**src/rtl/alu_share_arbiter.sv**
```systemverilog
`default_nettype none
// =============================================================================
// Module   : alu_share_arbiter
// Purpose  : Shares one registered ALU between two valid/ready requesters.
//            Define ARB_FIXED_PRIO_EN for fixed priority to requester 0.
// Revision : 1.0 - initial release
// =============================================================================
module alu_share_arbiter #(
  parameter int WIDTH = 4,
  parameter int LAT   = 1
) (
  input  logic             clk,
  input  logic             rst,

  input  logic             req0_valid,
  output logic             req0_ready,
  input  logic [1:0]       req0_modo,
  input  logic [WIDTH-1:0] req0_a,
  input  logic [WIDTH-1:0] req0_b,
  output logic             rsp0_valid,
  output logic [WIDTH-1:0] rsp0_c,
  output logic             rsp0_rco,

  input  logic             req1_valid,
  output logic             req1_ready,
  input  logic [1:0]       req1_modo,
  input  logic [WIDTH-1:0] req1_a,
  input  logic [WIDTH-1:0] req1_b,
  output logic             rsp1_valid,
  output logic [WIDTH-1:0] rsp1_c,
  output logic             rsp1_rco,

  output logic [1:0]       alu_modo,
  output logic [WIDTH-1:0] alu_a,
  output logic [WIDTH-1:0] alu_b,
  input  logic [WIDTH-1:0] alu_c,
  input  logic             alu_rco
);

  typedef enum logic [1:0] {
    ST_IDLE = 2'd0,
    ST_WAIT = 2'd1,
    ST_RESP = 2'd2
  } state_t;

  localparam logic [2:0] c_lat_load = 3'(LAT);

  state_t           r_state;
  logic [2:0]       r_cnt;
  logic             r_owner;
  logic [1:0]       r_alu_modo;
  logic [WIDTH-1:0] r_alu_a;
  logic [WIDTH-1:0] r_alu_b;
  logic             r_rsp0_valid;
  logic [WIDTH-1:0] r_rsp0_c;
  logic             r_rsp0_rco;
  logic             r_rsp1_valid;
  logic [WIDTH-1:0] r_rsp1_c;
  logic             r_rsp1_rco;

  logic             w_idle;
  logic             w_grant0;
  logic             w_grant1;
  logic             w_accept;

  assign w_idle = (r_state == ST_IDLE);

`ifdef ARB_FIXED_PRIO_EN
  assign w_grant0 = req0_valid;
  assign w_grant1 = req1_valid & ~req0_valid;
`else
  // r_ptr = 1 means requester 1 is favoured on a simultaneous request
  logic r_ptr;

  assign w_grant0 = req0_valid & (~req1_valid | ~r_ptr);
  assign w_grant1 = req1_valid & (~req0_valid |  r_ptr);

  always_ff @(posedge clk or negedge rst) begin
    if (!rst) begin
      r_ptr <= 1'b0;
    end else if (w_accept) begin
      r_ptr <= w_grant0;
    end
  end
`endif

  assign w_accept = w_idle & (w_grant0 | w_grant1);

  // Gated with rst so no grant is visible while reset is held
  assign req0_ready = rst & w_idle & w_grant0;
  assign req1_ready = rst & w_idle & w_grant1;

  always_ff @(posedge clk or negedge rst) begin
    if (!rst) begin
      r_state      <= ST_IDLE;
      r_cnt        <= 3'd0;
      r_owner      <= 1'b0;
      r_alu_modo   <= 2'd0;
      r_alu_a      <= '0;
      r_alu_b      <= '0;
      r_rsp0_valid <= 1'b0;
      r_rsp0_c     <= '0;
      r_rsp0_rco   <= 1'b0;
      r_rsp1_valid <= 1'b0;
      r_rsp1_c     <= '0;
      r_rsp1_rco   <= 1'b0;
    end else begin
      r_rsp0_valid <= 1'b0;
      r_rsp1_valid <= 1'b0;
      case (r_state)
        ST_IDLE: begin
          if (w_accept) begin
            if (w_grant0) begin
              r_alu_modo <= req0_modo;
              r_alu_a    <= req0_a;
              r_alu_b    <= req0_b;
            end else begin
              r_alu_modo <= req1_modo;
              r_alu_a    <= req1_a;
              r_alu_b    <= req1_b;
            end
            r_owner <= w_grant1;
            r_cnt   <= c_lat_load;
            r_state <= ST_WAIT;
          end
        end
        ST_WAIT: begin
          if (r_cnt == 3'd0) begin
            if (r_owner) begin
              r_rsp1_c     <= alu_c;
              r_rsp1_rco   <= alu_rco;
              r_rsp1_valid <= 1'b1;
            end else begin
              r_rsp0_c     <= alu_c;
              r_rsp0_rco   <= alu_rco;
              r_rsp0_valid <= 1'b1;
            end
            r_state <= ST_RESP;
          end else begin
            r_cnt <= r_cnt - 3'd1;
          end
        end
        ST_RESP: begin
          r_state <= ST_IDLE;
        end
        default: begin
          r_state <= ST_IDLE;
        end
      endcase
    end
  end

  assign alu_modo   = r_alu_modo;
  assign alu_a      = r_alu_a;
  assign alu_b      = r_alu_b;
  assign rsp0_valid = r_rsp0_valid;
  assign rsp0_c     = r_rsp0_c;
  assign rsp0_rco   = r_rsp0_rco;
  assign rsp1_valid = r_rsp1_valid;
  assign rsp1_c     = r_rsp1_c;
  assign rsp1_rco   = r_rsp1_rco;

endmodule
`default_nettype wire

```
**config.mk**
```make
export PLATFORM = sky130hd
export DESIGN_NAME = alu_share_arbiter
export DESIGN_NICKNAME = d
export VERILOG_FILES = /design/src/rtl/alu_share_arbiter.sv
export SDC_FILE = /design/constraint.sdc
export NUM_CORES = 1
export LEC_CHECK = 0
export ABC_AREA = 0
export CAP_MARGIN = 25
export CORE_MARGIN = 2
export CORE_UTILIZATION = 38
export CTS_CLUSTER_SIZE = 30
export DETAILED_ROUTE_END_ITERATION = 6
export HOLD_SLACK_MARGIN = 0.15
export PLACE_DENSITY_LB_ADDON = 0.15
export SETUP_SLACK_MARGIN = 0.3
export SLEW_MARGIN = 20
export SYNTH_ARGS = -nofsm -noshare
export SYNTH_HDL_FRONTEND = slang
export SYNTH_SLANG_ARGS = --single-unit
```
**constraint.sdc**
```tcl
create_clock -name clk -period 1.6 [get_ports clk]
set_clock_uncertainty 0.1 [all_clocks]
set_input_delay 0.32 -clock clk [delete_from_list [all_inputs] [get_ports clk]]
set_output_delay 0.32 -clock clk [all_outputs]
set_load 0.05 [all_outputs]
```
==> results of run 1 <==
## sequential cells by signal, summed over array words and instances (netlist names)
register    count
alu_a           4
alu_b           4
alu_modo        2
r_cnt           3
r_owner         1
r_ptr           1
r_state         2
rsp0_c          4
rsp0_rco        1
rsp0_valid      1
rsp1_c          4
rsp1_rco        1
rsp1_valid      1
## worst max-delay path, cell delays in order, from the launching register on
cell and delay [ns]:
dfrtp_1 0.40, buf_6 0.14, nor2_4 0.13, o2111a_2 0.25, buf_12 0.14
## stage by stage
| step | utilization | setup WS (ns) |
|---|---|---|
| 6_report | 0.780 | -0.228 |
| 5_1_grt | 0.780 | -0.265 |
| 4_1_cts | 0.737 | -0.285 |
| 2_1_floorplan | - | 0.0349 |
| 3_3_place_gp | 0.669 | -0.294 |
| 3_5_place_dp | 0.669 | -0.302 |
## final timing paths
kind / start / end / slack (ns) / depth (start not counted)
setup / recovery: r_state[0] / req1_ready / -0.23 / 4
min in group asynchronous: rst / alu_a[2] / 0.27 / 2
hold reg to reg: rsp1_c[0] / rsp1_c[0] / 0.48 / 1
setup reg to reg: r_cnt[0] / rsp0_c[0] / -0.16 / 5
max in group asynchronous: rst / rsp0_rco / 0.73 / 3
hold / removal: req1_valid / r_ptr / 0.26 / 3
## placed cells by master, fill, tap and decap left out, types with 2 or more instances in the layout
| cell | instances |
|---|---|
| nand2_1 | 2 |
| mux2i_1 | 10 |
| a21oi_1 | 9 |
| ha_4 | 2 |
| clkbuf_8 | 2 |
| buf_2 | 2 |
| inv_1 | 2 |
| mux2_2 | 3 |
| dfrtp_1 | 29 |
| mux2_4 | 7 |
| buf_4 | 21 |
| inv_2 | 3 |
| buf_12 | 25 |
| a21oi_2 | 4 |
| clkbuf_4 | 5 |
| buf_6 | 12 |
| clkdlybuf4s50_1 | 26 |
| a31oi_1 | 11 |
## kinds of logic (layout without fill, tap and decap cells)
kind of cell,Yosys count,after routing,share of synthesized area
AO/OA/AOI/OAI,29,29,0.137
adder cells (fa/ha/maj),2,2,0.0190
buffers and inverters,11,101,0.0446
flip-flops,29,29,0.550
multiplexers,20,20,0.176
AND/OR/NAND/NOR,15,15,0.0740
## cells in the mapped netlist, drive strengths merged (2+ instances only)
cell type / number
a21oi: 13
a31oi: 11
buf: 5
dfrtp: 29
ha: 2
inv: 5
mux2: 10
mux2i: 10
nand2: 3
nor2: 2
nor2b: 2
nor3: 2
## per-layer routing
metal | part of all wire | track usage | vias to the layer above
met5 | 0 | 0 | -
met4 | 0.032 | 0.108 | 0
met3 | 0.064 | 0.0721 | 14
met2 | 0.54 | 0.363 | 51
met1 | 0.37 | 0.234 | 590
li1 | - | - | 559
## where the power goes
part | internal, mW | switching [mW] | leakage [nW]
Combinational | 2.15 | 1.92 | 0.815
Clock | 0.254 | 0.262 | 0.0413
Sequential | 1.09 | 0.387 | 0.340
Total | 3.49 | 2.57 | 1.20
## cell type report
type                       instances  area [µm²]  area share
sequential                        29         726       0.279
clock buffer                       7        65.1      0.0250
multi-input combinational         66         647       0.248
tap                               46        57.6      0.0221
clock inverter                     1        5.00     0.00192
timing repair buffer              88        1080       0.417
inverter                           5        18.8     0.00721
## repair_timing
item	CTS	global route
endpoints found under the setup margin	50	51
hold endpoints to repair	0	0
gates resized for setup	22	14
pin swaps	8	12
buffers inserted	9	11
hold buffers	0	0
gates cloned	2	0
==> flow_metrics.py, run 1 <==
metrics = {
    "status": {
        "status": "finished with violations",
        "violations": "negative setup slack",
    },
    "floorplan": {
        "ioPinCount": 53,
        "initial_core_util": 0.395,
        "die_x_um": 62.9,
        "die_h_um": 62.9,
        "fp.dieArea_mm2": 0.00396,
        "coreArea_mm2": 0.00334,
        "row_count": 21,
    },
    "yosys": {
        "syn_area_per_cell_um2": 12.4,
        "syn_nets": 137,
        "synthCells": 106,
        "async_reset_ff_frac": 1.00,
        "synth-seq-cells": 29,
        "mappedNetlistArea_mm2": 0.00132,
        "yosysTopAreaCellShare": 0.550,
        "yosysUniqueCellTypes": 28,
        "netlist_top_cells_area": "dfrtp_1, mux2i_1, mux2_4, a31oi_1, a21oi_1",
        "ys_seq_area_frac": 0.550,
        "yosys_most_used_dff": "dfrtp_1",
        "synth_area_leader_cell": "dfrtp_1",
        "synth-warning-count": 0,
        "synth_edf_count": 0,
    },
    "grt": {
        "antenna_found_initial": 0,
        "grt_pass1_wl_mm": 6.40,
        "grtUsageTotal": 0.213,
        "grt_max_degree": 26,
        "grt_pass1_vias": 1315,
        "overflow": 0,
    },
    "power_and_ir_drop": {
        "irDropWorstVdd_mv": 1.17,
        "p_leak_nw": 1.20,
        "cellPowerDensity_mw_per_mm2": 2330,
        "power_mw": 6.06,
    },
    "place": {
        "place_inst": 212,
        "gp_congestion": 0.832,
        "placed_area_mm2": 0.00223,
        "portBuffers": 52,
        "hpwl_mm": 2.52,
    },
    "worst_setup_path": {
        "endpoint_kind": "output port",
        "crit_path_max_fanout": 3,
        "critPathRequiredTime_ns": 1.18,
        "arrival_ns": 1.41,
        "critPathLaunchType": "flop",
        "crit_type": "reg -> out",
    },
    "clock_tree": {
        "clk_path_buf_depth": 2,
        "worstSkewPairLatency_ns": 0.34,
        "numCtsBuffers": 5,
        "cts_tree": "yes",
        "cts.clk_slew.worst_paths_ns": 0.09,
        "clk_root_buffer_cell": "clkbuf_4",
        "cts.sink_count": 29,
        "htreeDepth": 2,
    },
    "timing": {
        "period_needed_ns": 1.83,
        "tightest_slew_ns": 0.331,
        "setup_slack_ns": -0.228,
        "rsz0062_at_grt": "yes",
        "final-setup-viol-count": 15,
        "hold_viol": 0,
        "hold_ws_ns": 0.256,
        "relSlewSlack": 0.780,
        "setup_tns_ns": -1.85,
        "drv_slew": 0,
        "max_freq_mhz": 547,
        "fin_crit_sh": 1.14,
    },
    "worst_hold_path": {
        "hold_path.class": "in -> reg",
    },
    "detailed_routing": {
        "totalWireLength_mm": 3.99,
        "postRouteAntennaNets": 0,
        "vias": 1214,
        "wire_per_inst_um": 16.5,
        "drt_iter0_markers": 58,
        "avgViaCountPerCell": 5.02,
        "route.detailed.drc": 0,
        "dr.pass1.iters": 4,
    },
    "layout": {
        "num_antenna_cells": 0,
        "stdcell_count": 242,
        "nets": 226,
        "area_growth_pct": 97.4,
        "final_area_mm2": 0.00260,
        "drive_above_1_share": 0.515,
        "fillers": 231,
    },
    "run": {
        "cap_viol_max_count": 0,
    },
}
Note: power is estimated with default switching activity, not from simulation.
==> inputs of run 2 (changes only) <==
HOLD_SLACK_MARGIN = 0.08   (was 0.15)
==> results of run 2 <==
Final layout, timing and power as in run 1 (identical DEF).
==> inputs of run 3 (changes only) <==
CORE_ASPECT_RATIO = 1.25   (was unset)
==> run 3 against run 2 <==
Compared with the run above:
- the flow still finishes with violations (negative setup slack)
- worst setup slack better by 0.059 ns
- sequential power about the same
- non-clock buffer count down 2
- worst hold slack worse by 0.13 ns
- die area about the same
- final area down 0.86%
- critical endpoint is now r_cnt[2]
- largest power group unchanged
==> flow_metrics.py, run 3 (same netlist as run 1, synthesis figures left out) <==
metrics = {
    "place": {
        "portBuffers": 52,
        "place_inst": 201,
        "gp_congestion": 0.751,
        "hpwl_mm": 2.39,
    },
    "detailed_routing": {
        "postRouteAntennaNets": 0,
        "vias": 1202,
        "drt_iter0_markers": 17,
        "route.detailed.drc": 0,
        "dr.pass1.iters": 4,
        "totalWireLength_mm": 3.71,
        "wire_per_inst_um": 16.1,
        "avgViaCountPerCell": 5.20,
    },
    "worst_hold_path": {
        "hold_path.class": "in -> async",
    },
    "layout": {
        "nets": 224,
        "num_antenna_cells": 0,
        "area_growth_pct": 95.7,
        "drive_above_1_share": 0.474,
        "stdcell_count": 231,
        "final_common_cell": "dfrtp_1",
        "final_cell_mix": "dfrtp_1, clkdlybuf4s50_1, buf_12",
    },
    "clock_tree": {
        "numCtsBuffers": 5,
        "cts.clk_slew.worst_paths_ns": 0.06,
        "worstSkewPairLatency_ns": 0.28,
        "htreeDepth": 2,
        "cts.sink_count": 29,
        "clk_root_buffer_cell": "clkbuf_8",
        "clk_path_buf_depth": 2,
        "cts_tree": "yes",
    },
    "grt": {
        "grt_pass1_vias": 1216,
        "grt-busiest-layer": "met2",
        "gr-usage-met3": 0.0741,
        "grt_pass1_wl_mm": 5.69,
        "antenna_found_initial": 0,
        "grt_max_degree": 26,
        "grt_use_met2": 0.322,
        "met1_usage": 0.197,
        "overflow": 0,
        "grtUsageTotal": 0.189,
    },
    "timing": {
        "period_needed_ns": 1.77,
        "max_freq_mhz": 565,
        "setup_slack_ns": -0.169,
        "fin_crit_sh": 1.11,
        "setup_tns_ns": -1.10,
        "hold_ws_ns": 0.127,
        "final-setup-viol-count": 9,
        "drv_slew": 0,
        "hold_viol": 0,
        "rsz0062_at_grt": "yes",
        "relSlewSlack": 0.821,
        "tightest_slew_ns": 0.267,
    },
    "status": {
        "violations": "negative setup slack",
        "status": "finished with violations",
    },
    "worst_setup_path": {
        "crit_type": "reg -> reg",
        "arrival_ns": 1.84,
        "critPathLaunchType": "flop",
        "endpoint_kind": "flop",
        "critPathRequiredTime_ns": 1.67,
        "crit_path_max_fanout": 2,
    },
    "power_and_ir_drop": {
        "p_leak_nw": 1.21,
        "power_mw": 6.09,
        "cellPowerDensity_mw_per_mm2": 2360,
        "irDropWorstVdd_mv": 1.76,
    },
    "floorplan": {
        "initial_core_util": 0.406,
        "row_count": 23,
        "die_h_um": 69.9,
        "fp.dieArea_mm2": 0.00396,
        "die_x_um": 56.7,
        "ioPinCount": 53,
        "coreArea_mm2": 0.00325,
    },
    "run": {
        "cap_viol_max_count": 0,
    },
}
==> run 3: cell type report <==
class	count	area, µm²
clock buffers	7	96.3
multi-input cells	66	627
inverters	5	18.8
repair buffers	86	1060
flip-flops and latches	29	726
fillers	191	671
well taps	37	46.3
clock inverters	1	5.00
==> run 3: what timing repair did <==
item / CTS / global route
endpoints found under the setup margin: 29 / 41
pin swaps: 5 / 8
buffers inserted: 8 / 12
hold buffers: 1 / 0
cloned: 1 / 0
endpoints found under the hold margin: 1 / 0
resized for setup: 21 / 10
==> run 3: metrics by stage <==
stage                util  area [µm²]  setup slack (ns)
global route        0.794        2580            -0.215
floorplan               -        1350            0.0349
finish              0.794        2580            -0.169
detailed placement  0.678        2200            -0.334
global placement    0.678        2200            -0.334
CTS                 0.754        2450            -0.226
==> run 3: worst paths after layout <==
check	start	end	slack, ns	depth (start not counted)
worst min register to register	r_cnt[1]	r_cnt[1]	0.42	1
worst max-delay path	r_cnt[0]	r_cnt[2]	-0.17	10
max in group asynchronous	rst	r_ptr	0.71	3
min in group clk	r_cnt[1]	r_cnt[1]	0.42	1
worst max register to register	r_cnt[0]	r_cnt[2]	-0.17	10
worst min-delay path	rst	r_state[1]	0.13	2
==> run 3: routing by layer <==
layer,share of wire,wire (µm)
met2,0.53,1970
met5,0,0
met4,0.028,104
met1,0.36,1350
met3,0.076,281
==> run 3: critical path, stage by stage (launching register included) <==
cell	delay, ns
dfrtp_1	0.36
inv_2	0.06
buf_4	0.14
buf_6	0.10
buf_4	0.12
buf_6	0.10
buf_6	0.11
ha_4	0.16
nand3b_1	0.12
nor3_1	0.07
a31o_2	0.21
==> run 3: power breakdown <==
part	leakage [nW]	switching, mW	internal [mW]
Combinational	0.815	1.85	2.13
Sequential	0.340	0.360	1.09
Clock	0.0542	0.281	0.388
